==> src/rtl/sdarb_pkg.sv <==
// Shared types and address packing for the SDRAM request scheduler.
package sdarb_pkg;

    localparam int unsigned BA_W   = 2;
    localparam int unsigned ROW_W  = 12;
    localparam int unsigned COL_W  = 8;
    localparam int unsigned ADDR_W = BA_W + ROW_W + COL_W;

    typedef enum logic [2:0] {
        IDLE,
        WR_REQ,
        WR_BUSY,
        RD_REQ,
        RD_BUSY
    } state_t;

    // Every burst starts at column 0 of its row.
    function automatic logic [ADDR_W-1:0] pack_addr(input logic [BA_W-1:0]  bank,
                                                    input logic [ROW_W-1:0] row);
        return {bank, row, COL_W'(0)};
    endfunction

endpackage

==> src/rtl/sdram_arb_burst_addr_gen.sv <==
// Per-side burst row counter with deferred frame restart and end-of-frame wrap/hold.
module burst_addr_gen
    import sdarb_pkg::*;
#(
    parameter int unsigned FRAME_BURSTS = 480,
    parameter bit          WRAP         = 1'b0
) (
    input  logic             clk,
    input  logic             rst,
    input  logic             frame_start,
    input  logic             busy,
    input  logic             done,
    output logic [ROW_W-1:0] row,
    output logic             apply_c
);

    localparam logic [ROW_W-1:0] LAST_ROW = ROW_W'(FRAME_BURSTS - 1);

    logic pend;

    // A frame restart takes effect now when idle, otherwise at the end of the running burst.
    assign apply_c = done ? (pend | frame_start) : (frame_start & ~busy);

    always_ff @(posedge clk) begin
        if (rst) begin
            row  <= '0;
            pend <= 1'b0;
        end else if (done) begin
            pend <= 1'b0;
            if (pend | frame_start) begin
                row <= '0;
            end else if (row == LAST_ROW) begin
                row <= WRAP ? '0 : LAST_ROW;
            end else begin
                row <= row + ROW_W'(1);
            end
        end else if (frame_start) begin
            if (busy) begin
                pend <= 1'b1;
            end else begin
                row <= '0;
            end
        end
    end

endmodule

==> src/rtl/sdram_arb.sv <==
// Write/read burst scheduler between capture/display FIFOs and the SDRAM controller.
// Optional double buffering via SDARB_PINGPONG_EN.
module sdram_arb
    import sdarb_pkg::*;
#(
    parameter int unsigned BURST        = 160,
    parameter int unsigned FRAME_BURSTS = 480,
    parameter int unsigned UW           = 10,
    parameter int unsigned RD_LOW       = 256
) (
    input  logic              clk,
    input  logic              rst,
    input  logic [UW-1:0]     wrf_usedw,
    input  logic [UW-1:0]     rdf_usedw,
    input  logic              wr_frame_start,
    input  logic              rd_frame_start,
    input  logic              sdram_wr_ack,
    input  logic              sdram_rd_ack,
    output logic              sdram_wr_req,
    output logic              sdram_rd_req,
    output logic [ADDR_W-1:0] sys_wraddr,
    output logic [ADDR_W-1:0] sys_rdaddr,
    output logic              wr_overrun
);

    state_t           state, state_n;
    logic             wr_ack_d, rd_ack_d;
    logic             last_wr, rd_valid;
    logic             wr_want, rd_want;
    logic             wr_done, rd_done;
    logic             wr_apply, rd_apply;
    logic [ROW_W-1:0] wr_row, rd_row;
    logic [BA_W-1:0]  wr_bank, rd_bank;

    assign wr_want = wrf_usedw >= UW'(BURST);
    assign rd_want = (rdf_usedw <= UW'(RD_LOW)) && rd_valid;

    burst_addr_gen #(.FRAME_BURSTS(FRAME_BURSTS), .WRAP(1'b0)) u_wr_gen (
        .clk         (clk),
        .rst         (rst),
        .frame_start (wr_frame_start),
        .busy        ((state == WR_REQ) || (state == WR_BUSY)),
        .done        (wr_done),
        .row         (wr_row),
        .apply_c     (wr_apply)
    );

    burst_addr_gen #(.FRAME_BURSTS(FRAME_BURSTS), .WRAP(1'b1)) u_rd_gen (
        .clk         (clk),
        .rst         (rst),
        .frame_start (rd_frame_start),
        .busy        ((state == RD_REQ) || (state == RD_BUSY)),
        .done        (rd_done),
        .row         (rd_row),
        .apply_c     (rd_apply)
    );

    // Row and bank only move at burst end, so the address stays stable across a burst.
    assign sys_wraddr = pack_addr(wr_bank, wr_row);
    assign sys_rdaddr = pack_addr(rd_bank, rd_row);

    // Next-state: wants are looked at only in IDLE; ties go to the side not served last.
    always_comb begin
        state_n = state;
        wr_done = 1'b0;
        rd_done = 1'b0;
        case (state)
            IDLE: begin
                if (wr_want && (!rd_want || !last_wr)) begin
                    state_n = WR_REQ;
                end else if (rd_want) begin
                    state_n = RD_REQ;
                end
            end
            WR_REQ:  if (sdram_wr_ack) state_n = WR_BUSY;
            WR_BUSY: begin
                if (wr_ack_d && !sdram_wr_ack) begin
                    wr_done = 1'b1;
                    state_n = IDLE;
                end
            end
            RD_REQ:  if (sdram_rd_ack) state_n = RD_BUSY;
            RD_BUSY: begin
                if (rd_ack_d && !sdram_rd_ack) begin
                    rd_done = 1'b1;
                    state_n = IDLE;
                end
            end
            default: state_n = IDLE;
        endcase
    end

    always_ff @(posedge clk) begin
        if (rst) begin
            state        <= IDLE;
            sdram_wr_req <= 1'b0;
            sdram_rd_req <= 1'b0;
            wr_ack_d     <= 1'b0;
            rd_ack_d     <= 1'b0;
            last_wr      <= 1'b0;
            wr_overrun   <= 1'b0;
        end else begin
            state        <= state_n;
            sdram_wr_req <= (state_n == WR_REQ);
            sdram_rd_req <= (state_n == RD_REQ);
            wr_ack_d     <= sdram_wr_ack;
            rd_ack_d     <= sdram_rd_ack;
            if (state == IDLE && state_n == WR_REQ) last_wr <= 1'b1;
            if (state == IDLE && state_n == RD_REQ) last_wr <= 1'b0;
            if (wrf_usedw == '1) wr_overrun <= 1'b1;
        end
    end

`ifdef SDARB_PINGPONG_EN
    logic [BA_W-1:0] ready_bank;

    // Writer flips buffers per frame; reader picks up the last completed one.
    always_ff @(posedge clk) begin
        if (rst) begin
            wr_bank    <= '0;
            rd_bank    <= '0;
            ready_bank <= '0;
            rd_valid   <= 1'b0;
        end else begin
            if (wr_apply) begin
                wr_bank    <= BA_W'(!wr_bank[0]);
                ready_bank <= wr_bank;
                rd_valid   <= 1'b1;
            end
            if (rd_apply) rd_bank <= ready_bank;
        end
    end
`else
    logic unused_apply;

    assign wr_bank      = '0;
    assign rd_bank      = '0;
    assign unused_apply = wr_apply ^ rd_apply;

    always_ff @(posedge clk) begin
        if (rst) begin
            rd_valid <= 1'b0;
        end else if (wr_frame_start) begin
            rd_valid <= 1'b1;
        end
    end
`endif

endmodule

==> config.mk <==
export PLATFORM = sky130hd
export DESIGN_NAME = sdram_arb
export DESIGN_NICKNAME = d
export VERILOG_FILES = /design/src/rtl/sdarb_pkg.sv /design/src/rtl/sdram_arb_burst_addr_gen.sv /design/src/rtl/sdram_arb.sv
export SDC_FILE = /design/constraint.sdc
export NUM_CORES = 1
export LEC_CHECK = 0
export CORE_ASPECT_RATIO = 1.2
export CORE_UTILIZATION = 50
export CTS_CLUSTER_SIZE = 14
export DETAILED_ROUTE_END_ITERATION = 12
export DONT_BUFFER_PORTS = 1
export PLACE_DENSITY = 0.64
export SETUP_SLACK_MARGIN = 0.5
export SLEW_MARGIN = 5
export SYNTH_ARGS = -nofsm -noshare
export SYNTH_HDL_FRONTEND = slang
export SYNTH_HIERARCHICAL = 1
export SYNTH_SLANG_ARGS = --single-unit
==> constraint.sdc <==
create_clock -name clk -period 6.9 [get_ports clk]
set_input_delay 2.07 -clock clk [delete_from_list [all_inputs] [get_ports clk]]
set_output_delay 2.07 -clock clk [all_outputs]
set_load 0.005 [all_outputs]
==> results.yml, run 1 <==
outcome:
  status: "completed"
timing:
  worstMarginPinSlew_ns: 0.927
  slew_headroom_pct: 38.2
  hold-worst-slack_ns: 0.484
  rsz0062_at_grt: "no"
  period_minus_slack_ns: 3.65
  fin_setup_tns_ns: 0
  slew_violations: 0
  period_share_pct: 52.9
  fmaxAchievable_mhz: 274
  hold_viol_final: 0
  clock_skew_ns: 0.00518
  finalSetupViolCount: 0
final_layout:
  final_common_cell: "dfxtp_1"
  layout-drive-gt1-share_pct: 6.44
  final_cells: 320
  reg_top3: "u_rd_gen/row: 12 flops, u_wr_gen/row: 12 flops, state: 3 flops"
  utilization_pct: 51.7
  final_nets: 291
  nFillCells: 427
  register_area_um2: 721
  syn_to_final_growth_pct: -0.456
  antenna_cells: 0
  multiInputGateArea_mm2: 0.00128
  layout_common_cells: "dfxtp_1 (36), nor2_1 (22), a21oi_1 (20), conb_1 (20), nand2_1 (16)"
floorplanning:
  die_area_mm2: 0.00466
  fp.dieW_um: 62.5
  start_util_pct: 51.9
  core_mm2: 0.00423
  row_count: 26
  ioPinCount: 73
  die_y_um: 74.6
power:
  p_per_area_mw_per_mm2: 187
  seq_power_share_pct: 53.6
  intPower_uw: 308
  swShare_pct: 24.6
  p_comb_share_pct: 8.8
  power.net_switching_uw: 101
  clock_power_share_pct: 37.6
  vdd.ir_drop.worst_mv: 0.102
  p_leak_uw: 0.000737
clock_network:
  clkLatencyLatePin_ns: 0.28
  postCtsHoldBufs: 0
  htree_levels: 2
  postCtsSetupBuffers: 0
  cts.repair.resized: 0
  cts.sinks: 36
  ctsRootBufferMaster: "clkbuf_8"
  cts_tree: "built"
  cts_buffer_depth: 2
  cts_buffers: 5
  clkTransAtPathRegs_ns: 0.07
detailed_routing:
  via_per_inst: 5.99
  first_pass_iters: 4
  ant_nets: 0
  dr.first_iter.drc_count: 180
  wirelength_mm: 4.65
  vias: 1916
  drc: 0
  post_drt_wl_per_cell_um: 14.5
synthesis:
  synth_warnings: 6
  netlist_area_mm2: 0.00220
  syn_area_per_cell_um2: 8.07
  syn_inst: 272
global_route:
  antenna_found_initial: 0
  grt_pass1_vias: 1637
  grt_pass1_wl_mm: 7.57
  gr-total-overflow: 0
  track_usage_pct: 20.5
  grt_max_degree: 39
worst_setup_path:
  rr_worst_depth: 6
  crit_arrival_ns: 3.86
  endpoint_kind: "register"
  r2r_end: "u_rd_gen/row[7]"
  r2r_slack_ns: 4.15
  cp_max_fo: 10
  cpPeakStageDelay_ns: 0.56
  cp-startpoint: "sdram_wr_ack"
  worstReg2RegStart: "state[2]"
  required_ns: 7.11
  startpoint_type: "input pin"
  critPathSlowestCell: "or3b_1"
  path_class: "in -> reg"
  path_cells: "nor4b_1, or3b_1, or4_1, a31oi_1"
  cp-endpoint: "u_wr_gen/row[9]"
hold_path:
  hp-class: "reg -> reg"
  whs_path_depth: 2
job:
  drv_cap: 0
placed_design:
  place_congestion: 0.774
  dpl.cell_count: 312
  hpwl_mm: 3.18
  io_buffer_count: 0
==> power groups by stage <==
stage | Clock (µW) | Combinational (µW) | Sequential [µW]
after CTS | 162 | 35.8 | 219
after detailed placement | 0 | 35.9 | 224
after global routing | 169 | 40.6 | 220
after global placement | 0 | 35.8 | 224
after floorplan | 0 | 42.8 | 222
final | 154 | 36.0 | 219
==> cell type report <==
class                           count  share of cell area [%]
Multi-Input combinational cell    214                    58.6
Tap cell                           56                    3.21
Sequential cell                    36                    33.0
Inverter                            6                    1.03
Clock buffer                        6                    3.78
Clock inverter                      2                   0.458
==> through the flow <==
stage | power [µW] | worst slack (ns) | instance area, µm²
2_1_floorplan | 265 | 3.17 | 2270
3_3_place_gp | 260 | 3.05 | 2090
3_5_place_dp | 260 | 2.98 | 2090
4_1_cts | 417 | 3.27 | 2190
5_1_grt | 430 | 3.18 | 2190
6_report | 409 | 3.25 | 2190
==> worst min-delay path by stage <==
stage / from / to / slack [ns]
3_5_place_dp: rd_valid / rd_valid / 0.46
6_report: rd_valid / rd_valid / 0.48
5_1_grt: rd_valid / rd_valid / 0.52
4_1_cts: rd_valid / rd_valid / 0.48
2_1_floorplan: rd_valid / rd_valid / 0.43
3_3_place_gp: rd_valid / rd_valid / 0.45
==> routing by layer <==
| layer | track usage [%] | wire length, µm | part of all wire [%] | vias up |
|---|---|---|---|---|
| li1 | - | - | - | 957 |
| met1 | 24.8 | 2080 | 45 | 893 |
| met3 | 6.75 | 268 | 5.8 | 8 |
| met5 | 0 | 0 | 0 | - |
| met4 | 7.49 | 78 | 1.7 | 0 |
| met2 | 34.3 | 2220 | 48 | 58 |
==> critical path: cells and delay by family <==
family | cells | cell delay, ns
and+or+nand+nor | 3 | 1.61
AOI/OAI and AO/OA | 1 | 0.18
Note: power is estimated with default switching activity, not from simulation.
==> inputs of run 2 (changes only) <==
- clock period: 6.9 -> 3.42 ns (I/O delays scaled with it)
==> run 2 against run 1 <==
Combinational power increased by 100%. Critical endpoint is now u_rd_gen/row[7]. Clock-buffer cell count stayed put. Clock skew shrank 0.0011 ns. Worst hold slack improved by 0.0027 ns. Sequential power grew 100%.
==> results.yml, run 2 (synthesized netlist as in run 1, its figures left out) <==
outcome:
  status: "completed"
worst_setup_path:
  path_class: "reg -> reg"
  cp-endpoint: "u_rd_gen/row[7]"
  critPathSlowestCell: "or3b_2"
  worstReg2RegStart: "state[2]"
  r2r_end: "u_rd_gen/row[7]"
  required_ns: 3.62
  endpoint_kind: "register"
  rr_worst_depth: 6
  cpPeakStageDelay_ns: 0.52
  cp_max_fo: 15
  cp-startpoint: "state[2]"
  r2r_slack_ns: 0.79
  crit_arrival_ns: 2.82
  path_cells: "or3b_2, nor3b_2, or3b_4, a31oi_4, o21ai_0, a311oi_1"
  startpoint_type: "register"
timing:
  period_share_pct: 76.8
  hold_viol_final: 0
  rsz0062_at_grt: "no"
  worstMarginPinSlew_ns: 0.917
  slew_violations: 0
  fin_ws_ns: 0.794
  fin_setup_tns_ns: 0
  clock_skew_ns: 0.00409
  fmaxAchievable_mhz: 381
  slew_headroom_pct: 38.9
  hold-worst-slack_ns: 0.487
  finalSetupViolCount: 0
  period_minus_slack_ns: 2.63
clock_network:
  cts_buffer_depth: 2
  clkTransAtPathRegs_ns: 0.07
  ctsRootBufferMaster: "clkbuf_8"
  cts.sinks: 36
  htree_levels: 2
  cts_buffers: 5
  clkLatencyLatePin_ns: 0.28
  cts_tree: "built"
final_layout:
  final_nets: 291
  antenna_cells: 0
  syn_to_final_growth_pct: -0.912
  final_common_cell: "dfxtp_1"
  layout_common_cells: "dfxtp_1 (36), nor2_1 (22), a21oi_1 (20), conb_1 (20), nand2_1 (16)"
  reg_top3: "u_rd_gen/row: 12 flops, u_wr_gen/row: 12 flops, state: 3 flops"
  layout-drive-gt1-share_pct: 6.08
  utilization_pct: 51.4
global_route:
  gr-total-overflow: 0
  grt_pass1_vias: 1616
  track_usage_pct: 20.7
  antenna_found_initial: 0
  grt_pass1_wl_mm: 7.53
  grt_max_degree: 39
power:
  vdd.ir_drop.worst_mv: 0.230
  clock_power_share_pct: 35.2
  intPower_uw: 600
  p_per_area_mw_per_mm2: 366
  power.net_switching_uw: 196
  p_comb_share_pct: 9.2
  swShare_pct: 24.6
  p_leak_uw: 0.000728
  seq_power_share_pct: 55.7
floorplanning:
  ioPinCount: 73
  row_count: 26
  die_y_um: 74.6
  core_mm2: 0.00423
  die_area_mm2: 0.00466
  fp.dieW_um: 62.5
  start_util_pct: 51.9
detailed_routing:
  ant_nets: 0
  vias: 1883
  post_drt_wl_per_cell_um: 14.5
  dr.first_iter.drc_count: 175
  drc: 0
  wirelength_mm: 4.62
  via_per_inst: 5.90
  first_pass_iters: 4
placed_design:
  place_ws_ns: 0.565
  hpwl_mm: 3.18
  place_congestion: 0.812
  io_buffer_count: 0
hold_path:
  hp-class: "reg -> reg"
  worstHoldStart: "rd_valid"
job:
  drv_cap: 0
[run 2: critical path: cells and delay by family (launching register included)]
family	cells	cell delay, ns
AND/OR/NAND/NOR	3	1.27
AO/OA/AOI/OAI	3	0.80
flip-flops	1	0.47
[run 2: per-layer routing]
metal / global-route usage, % / part of all wire (%)
met1: 24.9 / 45
met5: 0 / 0
met2: 34.2 / 48
met3: 7.52 / 4.9
met4: 7.75 / 1.3
[run 2: final cells by class]
class	instances	area (µm²)
inverters	6	22.5
multi-input cells	214	1280
flip-flops and latches	36	721
well taps	56	70.1
clock buffers	6	72.6
clock inverters	1	5.00
fillers	431	2050
[run 2: power by group through the flow]
stage          clock network, µW  logic (µW)  registers, µW
2_1_floorplan                  0        86.3            448
3_3_place_gp                   0        71.9            452
3_5_place_dp                   0        72.9            452
4_1_cts                      297        73.0            442
5_1_grt                      314        82.1            445
6_report                     280        72.8            443
[run 2: how the worst min path moves through the flow]
| stage | to | slack (ns) | cells past startpoint |
|---|---|---|---|
| after floorplan | rd_valid | 0.43 | 2 |
| after global placement | rd_valid | 0.45 | 2 |
| after detailed placement | rd_valid | 0.47 | 2 |
| after CTS | rd_valid | 0.50 | 2 |
| after global routing | rd_valid | 0.55 | 2 |
| final | rd_valid | 0.49 | 2 |
[run 2: repair_timing]
action,CTS,global route
hold endpoints to repair,0,0
endpoints found under the setup margin,0,4
hold buffers,0,0
gates resized for setup,0,1
buffers inserted,0,0
[run 2: metrics by stage]
stage / cells / power (µW) / area, µm²
CTS: 319 / 813 / 2170
global placement: 312 / 524 / 2090
finish: 319 / 795 / 2180
detailed placement: 312 / 525 / 2090
floorplan: 291 / 534 / 2270
global route: 319 / 841 / 2180
